[config.mk]
export PLATFORM = sky130hd
export DESIGN_NAME = ro_puf_sequencer
export DESIGN_NICKNAME = d
export VERILOG_FILES = /design/src/rtl/puf_pkg.sv /design/src/rtl/ro_edge_counter.sv /design/src/rtl/ro_puf_sequencer.sv
export SDC_FILE = /design/constraint.sdc
export NUM_CORES = 1
export LEC_CHECK = 0
export BUFFER_PORTS_ARGS = -buffer_cell sky130_fd_sc_hd__buf_2
export CAP_MARGIN = 15
export CORE_UTILIZATION = 52
export CTS_CLUSTER_SIZE = 30
export DETAILED_ROUTE_END_ITERATION = 10
export GPL_ROUTABILITY_DRIVEN = 0
export HOLD_SLACK_MARGIN = 0.15
export PLACE_DENSITY_LB_ADDON = 0.2
export SETUP_SLACK_MARGIN = 0.2
export SLEW_MARGIN = 25
export SYNTH_ARGS = -nofsm -noshare
export SYNTH_HDL_FRONTEND = slang
export SYNTH_SLANG_ARGS = --single-unit
[constraint.sdc]
create_clock -name i_clk -period 2.1 [get_ports i_clk]
set_input_delay 0.105 -clock i_clk [delete_from_list [all_inputs] [get_ports i_clk]]
set_output_delay 0.105 -clock i_clk [all_outputs]
set_load 0.01 [all_outputs]
[src/rtl/puf_pkg.sv]
// Shared types and defaults for the ring-oscillator PUF sequencer.
package puf_pkg;

  localparam int PUF_SEL_W     = 4;
  localparam int PUF_CNT_W     = 16;
  localparam int RO_MUX_INPUTS = 16;

  typedef enum logic [2:0] {
    IDLE,
    SETTLE,
    COUNT,
    COMPARE,
    DONE
  } puf_seq_state_t;

endpackage

[src/rtl/ro_edge_counter.sv]
// Synchronises an asynchronous oscillator, detects its rising edges and counts them
// (saturating) while enabled; clr forces the count back to zero.
module ro_edge_counter
  import puf_pkg::*;
#(
  parameter int CNT_W = PUF_CNT_W
) (
  input  logic             i_clk,
  input  logic             i_rst,
  input  logic             i_ro,
  input  logic             i_clr,
  input  logic             i_en,
  output logic [CNT_W-1:0] o_cnt
);

  logic [2:0]       r_sync;
  logic [CNT_W-1:0] r_cnt;
  logic             w_rise;

  // Stages 0/1 are the synchroniser; stage 2 is the previous synchronised value.
  assign w_rise = r_sync[1] & ~r_sync[2];
  assign o_cnt  = r_cnt;

  always_ff @(posedge i_clk) begin
    if (i_rst) begin
      r_sync <= '0;
      r_cnt  <= '0;
    end else begin
      r_sync <= {r_sync[1:0], i_ro};
      if (i_clr) begin
        r_cnt <= '0;
      end else if (i_en && w_rise && (r_cnt != '1)) begin
        r_cnt <= r_cnt + 1'b1;
      end
    end
  end

endmodule

[src/rtl/ro_puf_sequencer.sv]
// Ring-oscillator PUF sequencer: walks the challenge pairs, counts both muxed ROs over a window
// and stores one comparison bit per pair. Define PUF_SEQ_RAW_CNT_EN to expose the raw counts.
module ro_puf_sequencer
  import puf_pkg::*;
#(
  parameter int SEL_W      = PUF_SEL_W,
  parameter int RESP_BITS  = 8,
  parameter int SETTLE_CYC = 8,
  parameter int WIN_CYC    = 1024,
  parameter int CNT_W      = PUF_CNT_W
) (
  input  logic                         i_clk,
  input  logic                         i_rst,
  input  logic                         i_start,
  input  logic [RESP_BITS*2*SEL_W-1:0] i_challenge,
  input  logic                         i_ro_a,
  input  logic                         i_ro_b,
  output logic [SEL_W-1:0]             o_sel_a,
  output logic [SEL_W-1:0]             o_sel_b,
  output logic                         o_ro_en,
  output logic                         o_busy,
  output logic                         o_done,
  output logic [RESP_BITS-1:0]         o_response,
`ifdef PUF_SEQ_RAW_CNT_EN
  output logic [CNT_W-1:0]             o_cnt_a,
  output logic [CNT_W-1:0]             o_cnt_b,
  output logic                         o_cnt_valid,
`endif
  output logic                         o_collision
);

  localparam int PAIR_W  = 2 * SEL_W;
  localparam int TMR_MAX = (SETTLE_CYC > WIN_CYC) ? SETTLE_CYC : WIN_CYC;
  localparam int TMR_W   = (TMR_MAX > 1) ? $clog2(TMR_MAX) : 1;
  localparam int IDX_W   = (RESP_BITS > 1) ? $clog2(RESP_BITS) : 1;

  localparam logic [TMR_W-1:0] SETTLE_LAST = TMR_W'(SETTLE_CYC - 1);
  localparam logic [TMR_W-1:0] WIN_LAST    = TMR_W'(WIN_CYC - 1);
  localparam logic [IDX_W-1:0] IDX_LAST    = IDX_W'(RESP_BITS - 1);

  puf_seq_state_t               r_state;
  logic [RESP_BITS*PAIR_W-1:0]  r_chal;
  logic [TMR_W-1:0]             r_tmr;
  logic [IDX_W-1:0]             r_idx;
  logic [SEL_W-1:0]             r_sel_a, r_sel_b;
  logic                         r_ro_en, r_busy, r_done, r_coll;
  logic [RESP_BITS-1:0]         r_resp;

  logic [CNT_W-1:0]             w_cnt_a, w_cnt_b;
  logic [PAIR_W-1:0]            w_pairs [RESP_BITS];
  logic [IDX_W-1:0]             w_nxt_idx;
  logic                         w_bit;

  always_comb begin
    for (int i = 0; i < RESP_BITS; i++) begin
      w_pairs[i] = r_chal[i*PAIR_W +: PAIR_W];
    end
  end

  assign w_nxt_idx = r_idx + 1'b1;
  // A pair that selects the same index on both muxes carries no entropy.
  assign w_bit     = (w_cnt_a > w_cnt_b) && (r_sel_a != r_sel_b);

  ro_edge_counter #(.CNT_W(CNT_W)) u_cnt_a (
    .i_clk (i_clk),
    .i_rst (i_rst),
    .i_ro  (i_ro_a),
    .i_clr (r_state == SETTLE),
    .i_en  (r_state == COUNT),
    .o_cnt (w_cnt_a)
  );

  ro_edge_counter #(.CNT_W(CNT_W)) u_cnt_b (
    .i_clk (i_clk),
    .i_rst (i_rst),
    .i_ro  (i_ro_b),
    .i_clr (r_state == SETTLE),
    .i_en  (r_state == COUNT),
    .o_cnt (w_cnt_b)
  );

  always_ff @(posedge i_clk) begin
    if (i_rst) begin
      r_state <= IDLE;
      r_chal  <= '0;
      r_tmr   <= '0;
      r_idx   <= '0;
      r_sel_a <= '0;
      r_sel_b <= '0;
      r_ro_en <= 1'b0;
      r_busy  <= 1'b0;
      r_done  <= 1'b0;
      r_coll  <= 1'b0;
      r_resp  <= '0;
    end else begin
      r_done <= 1'b0;
      case (r_state)
        IDLE: begin
          if (i_start) begin
            r_chal  <= i_challenge;
            r_resp  <= '0;
            r_coll  <= 1'b0;
            r_idx   <= '0;
            r_tmr   <= '0;
            r_sel_a <= i_challenge[SEL_W-1:0];
            r_sel_b <= i_challenge[PAIR_W-1:SEL_W];
            r_ro_en <= 1'b1;
            r_busy  <= 1'b1;
            r_state <= SETTLE;
          end
        end
        SETTLE: begin
          if (r_tmr == SETTLE_LAST) begin
            r_tmr   <= '0;
            r_state <= COUNT;
          end else begin
            r_tmr <= r_tmr + 1'b1;
          end
        end
        COUNT: begin
          if (r_tmr == WIN_LAST) begin
            r_tmr   <= '0;
            r_ro_en <= 1'b0;
            r_state <= COMPARE;
          end else begin
            r_tmr <= r_tmr + 1'b1;
          end
        end
        COMPARE: begin
          r_resp[r_idx] <= w_bit;
          if (r_sel_a == r_sel_b) r_coll <= 1'b1;
          if (r_idx != IDX_LAST) begin
            r_idx   <= w_nxt_idx;
            r_sel_a <= w_pairs[w_nxt_idx][SEL_W-1:0];
            r_sel_b <= w_pairs[w_nxt_idx][PAIR_W-1:SEL_W];
            r_ro_en <= 1'b1;
            r_state <= SETTLE;
          end else begin
            r_done  <= 1'b1;
            r_state <= DONE;
          end
        end
        DONE: begin
          r_busy  <= 1'b0;
          r_state <= IDLE;
        end
        default: r_state <= IDLE;
      endcase
    end
  end

  assign o_sel_a     = r_sel_a;
  assign o_sel_b     = r_sel_b;
  assign o_ro_en     = r_ro_en;
  assign o_busy      = r_busy;
  assign o_done      = r_done;
  assign o_response  = r_resp;
  assign o_collision = r_coll;

`ifdef PUF_SEQ_RAW_CNT_EN
  logic [CNT_W-1:0] r_raw_a, r_raw_b;

  always_ff @(posedge i_clk) begin
    if (i_rst) begin
      r_raw_a <= '0;
      r_raw_b <= '0;
    end else if (r_state == COMPARE) begin
      r_raw_a <= w_cnt_a;
      r_raw_b <= w_cnt_b;
    end
  end

  // Live counts are final during COMPARE; afterwards the captured copies are shown.
  assign o_cnt_valid = (r_state == COMPARE);
  assign o_cnt_a     = o_cnt_valid ? w_cnt_a : r_raw_a;
  assign o_cnt_b     = o_cnt_valid ? w_cnt_b : r_raw_b;
`else
  // Raw window counts stay internal in this build.
`endif

endmodule

# Word-level counts from Yosys, hierarchy flattened
# Cells that the tools add are included.
[classes]
add_sub_neg = 4
mul = 0
div_mod_pow = 0
magnitude_cmp = 4
eq_ne = 16
shift = 0
mux = 35
bitwise_logic = 6
n_reduce_logical = 21
[op_table]
columns = ["op", "n"]
rows = [
  ["16-bit by 1-bit adder with 16-bit output (second input constant)", 2],
  ["16-bit inequality test (second input constant)", 2],
  ["10-bit two-way mux", 3],
  ["10-bit one-hot mux with 3 select lines", 1],
  ["8-bit binary-select mux with 3-bit select", 1],
  ["8-bit two-way mux", 3],
  ["3-bit two-way mux", 6],
  ["16-bit greater-than comparator", 1],
  ["4-bit two-way mux", 4],
  ["4-bit one-hot mux with 2 select lines", 2],
  ["8-bit one-hot mux with 2 select lines", 1],
  ["3-bit one-hot mux with 4 select lines", 1],
  ["10-bit by 1-bit adder with 10-bit output (second input constant)", 1],
  ["10-bit equality test (second input constant)", 1],
  ["10-bit by 3-bit equality test with 1-bit output (second input constant)", 1],
  ["2-bit inequality test (second input constant)", 5],
  ["3-bit AND reduction", 3],
  ["8-bit bitwise mux", 1],
  ["2-bit AND reduction", 4],
  ["1-bit two-way mux", 7],
  ["3-bit by 2-bit equality test with 1-bit output (second input constant)", 2],
  ["1-bit logical AND", 6],
  ["3-bit one-hot mux with 2 select lines", 1],
  ["3-bit nonzero test", 2],
  ["19 further kinds", 25],
]
[totals]
reg_bits = 138
latch_bits = 0
ram_bits = 0
rom_bits = 0
in_bits = 69
n_memories = 0

# Depth between registers and ports, before layout
# Gate-level depths: netlist of run 1.
[depth]
ltp_word = 7
mapped_depth = 9

# Cells and area by module
# Synthesis of run 1 repeated with hierarchy kept, for this count alone.
[hier_totals]
hier_cells = 781
area_unflattened_um2 = 6592.6
[by_module_without_submodules]
columns = ["module", "n_inst", "cells_each", "area_per_inst_um2"]
rows = [
  ["ro_puf_sequencer", 1, 575, 4810.9],
  ["ro_edge_counter", 2, 103, 890.9],
]

# Least setup slack after synthesis of run 1
# Ideal clock, no wire load.
[synth_path]
path_type = "reg2reg"
from = "register r_idx[1]"
to = "register r_sel_a[3], in the netlist o_sel_a[3]"
setup_ns = 0.132
arrival_time_ns = 2.046
setup_slack_ns = -0.079
path_stages_with_launch = 10
n_path_buf = 2
synth_period_minus_slack_ns = 2.179
cell_sequence = "dfxtp_1 > ha_1 > ha_1 > buf_1 > clkbuf_1 > mux4_2 > mux2i_1 > nand2_1 > o211ai_1 > a21oi_1"
[synth_via]
elab_chain_len = 7
word_cells_on_any_way = 10
cone_classes = "add/sub: 1; eq/ne: 2; mux: 5; bitwise: 1; reduce/logical: 1"
[synth_lines]
columns = ["element", "line", "source"]
rows = [
  ["from (decl)", "ro_puf_sequencer.sv:44", "logic [IDX_W-1:0] r_idx;"],
  ["from (signal assigned)", "ro_puf_sequencer.sv:133", "r_idx <= w_nxt_idx;"],
  ["3-bit by 1-bit adder with 3-bit output", "ro_puf_sequencer.sv:60", "assign w_nxt_idx = r_idx + 1'b1;"],
  ["3-bit inverter with 4-bit output (not written as such)", "ro_puf_sequencer.sv:134", "r_sel_a <= w_pairs[w_nxt_idx][SEL_W-1:0];"],
  ["8-bit binary-select mux with 3-bit select", "ro_puf_sequencer.sv:134", ""],
  ["8-bit two-way mux (2 in series)", "n/a", ""],
  ["4-bit two-way mux", "ro_puf_sequencer.sv:132", "if (r_idx != IDX_LAST) begin"],
  ["4-bit one-hot mux with 2 select lines", "ro_puf_sequencer.sv:97", "case (r_state)"],
  ["to (signal assigned)", "ro_puf_sequencer.sv:105", "r_sel_a <= i_challenge[SEL_W-1:0];"],
  ["to (signal assigned)", "ro_puf_sequencer.sv:134", ""],
  ["to (decl)", "ro_puf_sequencer.sv:45", "logic [SEL_W-1:0] r_sel_a, r_sel_b;"],
]
# Several ways; a longest one is shown, not always the timed one. The select of a mux whose other input is x is not followed.
# A chain may end at the register's enable or synchronous reset.

# Worst setup path after layout of run 1
[layout_path]
from = "register r_idx[1]"
to = "register r_sel_a[1], in the netlist o_sel_a[1]"
# The elaborated chain is that of the path after synthesis.

==> results of run 1 <==
## registers in the layout (all words and copies together) (netlist names)
name / count
u_cnt_a.o_cnt: 16
o_sel_a: 4
r_idx: 3
o_done: 1
u_cnt_a.r_sync: 3
o_sel_b: 4
u_cnt_b.r_sync: 3
o_collision: 1
o_response: 8
r_tmr: 10
r_chal: 64
u_cnt_b.o_cnt: 16
r_state: 3
o_ro_en: 1
o_busy: 1
## metrics by stage
stage | util | hold slack (ns) | setup WS, ns | instance area, um2
5_1_grt | 0.7270 | 0.4598 | 0.1076 | 8732
6_report | 0.7270 | 0.4464 | 0.2060 | 8732
3_3_place_gp | 0.5860 | 0.3353 | 0.1873 | 7039
3_5_place_dp | 0.5860 | 0.3397 | 0.09385 | 7039
2_1_floorplan | - | 0.2332 | 0.2032 | 6404
4_1_cts | 0.7018 | 0.4532 | 0.2022 | 8429
## cells by family (layout without fill, tap and decap cells)
logic type / Yosys count / count (layout) / synth area share
fa+ha+maj: 21 / 21 / 0.04112
buf+inv: 64 / 239 / 0.03916
flops: 138 / 138 / 0.4323
xor+xnor: 35 / 35 / 0.04797
simple gates: 335 / 335 / 0.2412
compound gates: 137 / 137 / 0.1228
mux: 28 / 28 / 0.07539
## cells in the final DEF (no fill, tap or decap), types with 5 or more instances in the layout
cell type and count:
a21oi_1 88, buf_2 89, buf_4 20, clkbuf_16 17
dfxtp_1 117, dfxtp_2 15, dfxtp_4 6, dlygate4sd3_1 70
ha_1 11, ha_4 9, inv_1 18, mux2i_1 11
mux4_2 16, nand2_1 171, nand3_1 24, nand4_1 14
nor2_1 53, nor2b_1 9, nor3_1 10, nor4_1 8
nor4_2 6, o211ai_1 8, o21ai_0 9, o21ai_1 5
xnor2_1 28, xor2_1 7
## how the worst max path moves through the flow
stage | to | slack [ns] | cells after the start
finish | o_sel_a[1]$_SDFFE_PP0P_ | 0.21 | 7
detailed placement | o_response[2]$_SDFFE_PP0P_ | 0.09 | 7
global placement | o_response[0]$_SDFFE_PP0P_ | 0.19 | 7
CTS | o_response[0]$_SDFFE_PP0P_ | 0.20 | 7
floorplan | o_sel_a[3]$_SDFFE_PP0P_ | 0.20 | 8
global route | o_response[6]$_SDFFE_PP0P_ | 0.11 | 7
## area by class of cell
type,count,area (um2),area share
Clock inverter,13,190.2,0.02178
Sequential cell,138,2804,0.3211
Timing Repair Buffer,185,1394,0.1596
Multi-Input combinational cell,556,3635,0.4162
Clock buffer,19,442.9,0.05072
Tap cell,147,183.9,0.02106
Inverter,22,82.58,0.009457
## routing by layer
layer  up-vias  track usage  share of wire
met5         -            0              0
met4         0       0.1202          0.027
met3        36      0.06427          0.040
met2       155       0.4893           0.53
met1      2875       0.3242           0.41
li1       2949            -              -
## report_power, final
group	switching, mW	internal (mW)	total [mW]
sequential	0.136	2.80	2.94
clock	1.17	2.03	3.20
combinational	0.622	0.486	1.11
## worst reg2reg max path: cells and delay by family (launching register included)
family,cells,cell delay (ns)
simple gates,1,0.08
mux,2,0.70
flops,1,0.36
buf+inv,1,0.14
fa+ha+maj,1,0.29
compound gates,2,0.19
## timing repair
action                                  CTS  global route
hold buffers                             70             0
resized for setup                        14            66
pin swaps                                 3            14
endpoints found under the setup margin   26            53
cloned                                    0             1
setup buffers                             0             5
hold endpoints to repair                 81             0
==> results by group, run 1 <==
Synth
  – Syn Nets: between 800 and 900
  – Post-Syn Area per Cell: 8.430 um2
  – Synth top area share: 0.4323
  – Synth unique cells: 51
  – Most frequent cell after synthesis: nand2_1
  – Number of enable flip-flop cells after synthesis: 0
  – Post-Synthesis Cells: 758
  – Yosys top cell by area: dfxtp_1
  – #FFs+latches synth: 138
  – Ranking of synthesized cells by area: dfxtp_1, nand2_1, a21oi_1, mux4_2, ha_1
  – Post-synthesis cell area: 0.006390 mm2
  – Sequential area share after synthesis: 0.4323
  – Main synth FF type: dfxtp_1
  – Synth Warn #: 0
  – Ys async rst share: 0
  – Synth top cells by count: nand2_1, dfxtp_1, a21oi_1

Worst setup path
  – Delay-heaviest family, CP: multiplexers
  – Required time of the critical path: around 2.4 ns
  – Crit-path max FO: 7
  – Critical Path Source Type: flop
  – Worst EP arrival: 2.17 ns
  – R2R Setup Slk: 0.21 ns
  – RR Endpoint: o_sel_a[1]$_SDFFE_PP0P_
  – WP buf/inv: 1
  – Crit path kind: reg2reg
  – R2r startpoint: r_idx[1]$_SDFFE_PP0P_
  – Worst setup EP type: flop
  – Max incr delay on CP: 0.55 ns
  – Worst path cell trace: ha_4 > buf_8 > mux4_2 > mux2i_1 > nand2_1 > o211ai_1 > a21oi_1
  – Crit path from: r_idx[1]$_SDFFE_PP0P_
  – Reg2Reg Depth: 7
  – Critical path's slowest cell: mux4_2

STA
  – RSZ-0062 raised after global routing: true
  – TNS Setup: 0 ns
  – Final hold violations: 0
  – Slew headroom: 0.5725
  – Clk_skew: between 0.006 and 0.007 ns
  – Final Critical Period: about 1.9 ns
  – Final Cycle Share: 0.9019
  – Slew @ Worst Pin: between 0.6 and 0.7 ns
  – Fmax: between 500 and 600 MHz
  – # setup viols final: 0
  – Max Slew Vio Count: 0

Floorplanning
  – Core area: 0.01201 mm2
  – Starting density of the core: 0.5320
  – Die height: between 100 and 150 um
  – Rows: 40
  – Die area: roughly 0.013 mm2
  – Top Ports: between 80 and 90
  – Die width: 112.9 um

CTS
  – CTS tree: done
  – Clock buffer depth: 2
  – CTS clk-pin slew, worst paths: approximately 0.06 ns
  – Total CTS buffers: 17
  – Worst-Skew Late Latency: between 0.4 and 0.5 ns
  – Sink Count: between 100 and 150
  – CTS Root Cell: clkbuf_16
  – H-tree depth: 4

Final layout
  – # diodes: 0
  – Share of cells above drive strength 1: 0.2465
  – Layout Nets: 1010
  – Area Growth Syn to Fin: 36.66%
  – Non-filler cells, final: 1080
  – Fillers: around 850

Global routing
  – Vias in the first global route: 5948
  – Largest net degree at the start of global routing: 66
  – First-pass GRT wire length: 27980 um
  – GRT Residual Overflow: 0
  – Initial antenna violation count: 0
  – Total GRT Usage: 0.2779

Placement
  – PortBufs: just under 90
  – Dpl cells: 972
  – DP HPWL: 10960 um

Min path
  – Worst Hold Path EP: u_cnt_a.r_sync[1]$_SDFF_PP0_
  – Hold path startpoint: u_cnt_a.r_sync[0]$_SDFF_PP0_
  – Worst hold path depth: 1
  – Hold Path Class: reg2reg

Drt
  – Iter 0 DRT Violations: ~360
  – Drt wl/cell: about 16 um
  – DR pass1 iterations: 5
  – DRC viols: 0
  – Routed WL: 17590 um
  – Vias/cell: 5.569
  – ANT nets after route: 0
  – Routed via count: about 6000

Pwr
  – Maximum VDD drop: 734.3 uV
  – Pwr Density: between 800 and 900 mW/mm2
  – Leakage: 3.314 nW
  – Overall power: 7.245 mW

Job
  – Max_cap viols: 0

Run status
  – Status: completed
No activity file was read; power rests on OpenSTA's default activity.
==> inputs of run 2 (changes only) <==
--- a/config.mk
+++ b/config.mk
@@ -7,6 +7,7 @@
 export LEC_CHECK = 0
 export BUFFER_PORTS_ARGS = -buffer_cell sky130_fd_sc_hd__buf_2
 export CAP_MARGIN = 15
+export CORE_ASPECT_RATIO = 1.75
 export CORE_UTILIZATION = 52
 export CTS_CLUSTER_SIZE = 30
 export DETAILED_ROUTE_END_ITERATION = 10
==> run 2 against run 1 <==
Global-route usage grew 2.9 points. Sequential power is essentially flat. Sequential cell count unchanged. Clock power down 4%. Setup slack got worse by 0.050 ns. Worst hold slack lost 0.25 ns. Clock skew rose by 0.0071 ns. Clock-buffer cell count is the same. Critical path type unchanged. Largest cell class unchanged.
==> results by group, run 2 (synthesis gave the netlist of run 1 again) <==
STA
  – Slew headroom: 0.5831 (+0.01063)
  – RSZ-0062 raised after global routing: true
  – Max Slew Vio Count: 0 (unchanged)
  – Final Cycle Share: 0.9256 (+0.02371)
  – Fmax: 514.5 MHz (-2.6%)
  – TNS Setup: 0 ns (unchanged)
  – Final Critical Period: 1.944 ns (+0.04979 ns)
  – Clk_skew: 0.01379 ns (+0.007054 ns)
  – Final hold violations: 0 (unchanged)
  – Slew @ Worst Pin: 0.6196 ns (-0.02166 ns)
  – # setup viols final: 0 (unchanged)

Pwr
  – Maximum VDD drop: 798.2 uV (+8.7%)
  – Pwr Density: 818.0 mW/mm2 (-1.4%)
  – Leakage: 3.340 nW (+0.79%)

CTS
  – Clock buffer depth: 2 (unchanged)
  – CTS clk-pin slew, worst paths: 0.07 ns (about the same)
  – Total CTS buffers: 17 (unchanged)
  – CTS tree: done
  – Sink Count: 138 (unchanged)
  – H-tree depth: 4 (unchanged)
  – CTS Root Cell: clkbuf_16
  – Worst-Skew Late Latency: 0.42 ns (about the same)

Global routing
  – Total GRT Usage: 0.3070 (+0.02916)
  – GRT Residual Overflow: 0 (unchanged)
  – Vias in the first global route: 6375 (+7.2%)
  – Largest net degree at the start of global routing: 66 (unchanged)
  – First-pass GRT wire length: 30060 um (+7.4%)
  – Initial antenna violation count: 0 (unchanged)

Final layout
  – Layout Nets: 1016 (+0.59%)
  – Largest register FFs: 64 (unchanged)
  – Most frequent cells in the layout: nand2_1, dfxtp_1, buf_2
  – Share of cells above drive strength 1: 0.2386 (-0.007965)
  – Area Growth Syn to Fin: 37.46%
  – Commonest non-fill, non-tap cell in the layout: nand2_1
  – # diodes: 0 (unchanged)
  – Design Area, Final: 0.008783 mm2 (+0.59%)
  – Register with the most flip-flops: r_chal

Worst setup path
  – Worst setup EP type: flop
  – Worst EP arrival: 2.21 ns (+0.04 ns)
  – Crit-path max FO: 8 (+1)
  – Crit path kind: reg2reg
  – Critical Path Source Type: flop
  – Required time of the critical path: 2.37 ns (about the same)

Floorplanning
  – Die height: 148.6 um (+32%)
  – Rows: 53 (+33%)
  – Starting density of the core: 0.5324 (about the same)
  – Top Ports: 89 (unchanged)
  – Core area: 0.01200 mm2 (about the same)
  – Die area: 0.01275 mm2 (+0.14%)
  – Die width: 85.80 um (-24%)

Drt
  – Vias/cell: 5.640 (+1.3%)
  – Routed via count: 6227 (+3.5%)
  – Iter 0 DRT Violations: 280 (-22%)
  – DR pass1 iterations: 5 (unchanged)
  – ANT nets after route: 0 (unchanged)
  – Drt wl/cell: 17.51 um (+7.5%)
  – DRC viols: 0 (unchanged)
  – Routed WL: 19330 um (+9.9%)

Placement
  – Area after DPL: 0.007102 mm2 (+0.89%)
  – DP HPWL: 11420 um (+4.1%)
  – PortBufs: 88 (unchanged)

Run status
  – Status: completed

Min path
  – Hold Path Class: in2reg

Job
  – Max_cap viols: 0 (unchanged)
==> run 2: changes by cell type in the layout (fill, tap and decap cells not counted), moves of 3 or more <==
cell and change:
buf_4 +8, dfxtp_1 +8, dfxtp_2 -6, ha_1 +4, buf_12 +3, clkinvlp_4 +3, dlygate4sd3_1 -3, ha_4 -3
o21ai_2 -3
==> run 2: critical path, cell delays in order, from the launching register on <==
cell and delay, ns:
dfxtp_4 0.36, ha_4 0.30, buf_12 0.15, buf_12 0.11, mux4_2 0.48, mux2i_1 0.15, nand2_1 0.08, o211ai_1 0.08
a21oi_1 0.09
==> run 2: final cells by class <==
cell class                      count  area [um2]
Timing Repair Buffer              191        1496
Clock buffer                       19       432.9
Sequential cell                   138        2789
Clock inverter                     13       168.9
Inverter                           22       82.58
Multi-Input combinational cell    556        3607
Fill cell                         807        3219
Tap cell                          165       206.4
==> run 2: final timing paths <==
path / from / end / slack, ns / cells after the start
hold / removal: i_rst / r_chal[53]$_SDFFE_PP0P_ / 0.20 / 2
setup / recovery: r_idx[1]$_SDFFE_PP0P_ / o_sel_a[3]$_SDFFE_PP0P_ / 0.16 / 8
setup reg to reg: r_idx[1]$_SDFFE_PP0P_ / o_sel_a[3]$_SDFFE_PP0P_ / 0.16 / 8
hold reg to reg: u_cnt_b.r_sync[0]$_SDFF_PP0_ / u_cnt_b.r_sync[1]$_SDFF_PP0_ / 0.45 / 1
==> run 2: power breakdown <==
part           switching [mW]  internal, mW
Combinational           0.673         0.505
Clock                    1.19          1.88
Sequential              0.136          2.80
==> run 2: through the flow <==
step           total power, mW  setup WS [ns]  utilization  hold slack [ns]  instances
2_1_floorplan            3.622         0.2032            -           0.2332        758
3_3_place_gp             3.940         0.1839       0.5917           0.3160        992
3_5_place_dp             3.971        0.07823       0.5917           0.3186        992
4_1_cts                  7.127         0.1896       0.7123           0.1749       1096
5_1_grt                  7.440        0.08364       0.7318           0.1953       1104
6_report                 7.185         0.1563       0.7318           0.1986       1104
==> run 2: metal layers <==
layer | vias up | part of all wire | GRT usage
li1 | 2961 | - | -
met1 | 2937 | 0.35 | 0.2972
met2 | 258 | 0.55 | 0.5848
met3 | 71 | 0.049 | 0.05771
met4 | 0 | 0.056 | 0.1875
met5 | - | 0 | 0
==> run 2: timing repair <==
action                                 CTS  global route
pin swaps                                4            15
resized for setup                       12            46
endpoints found under the hold margin   75             0
hold buffers                            67             0
cloned                                   2             0
setup endpoints to repair               14            41
buffers inserted                         3             8
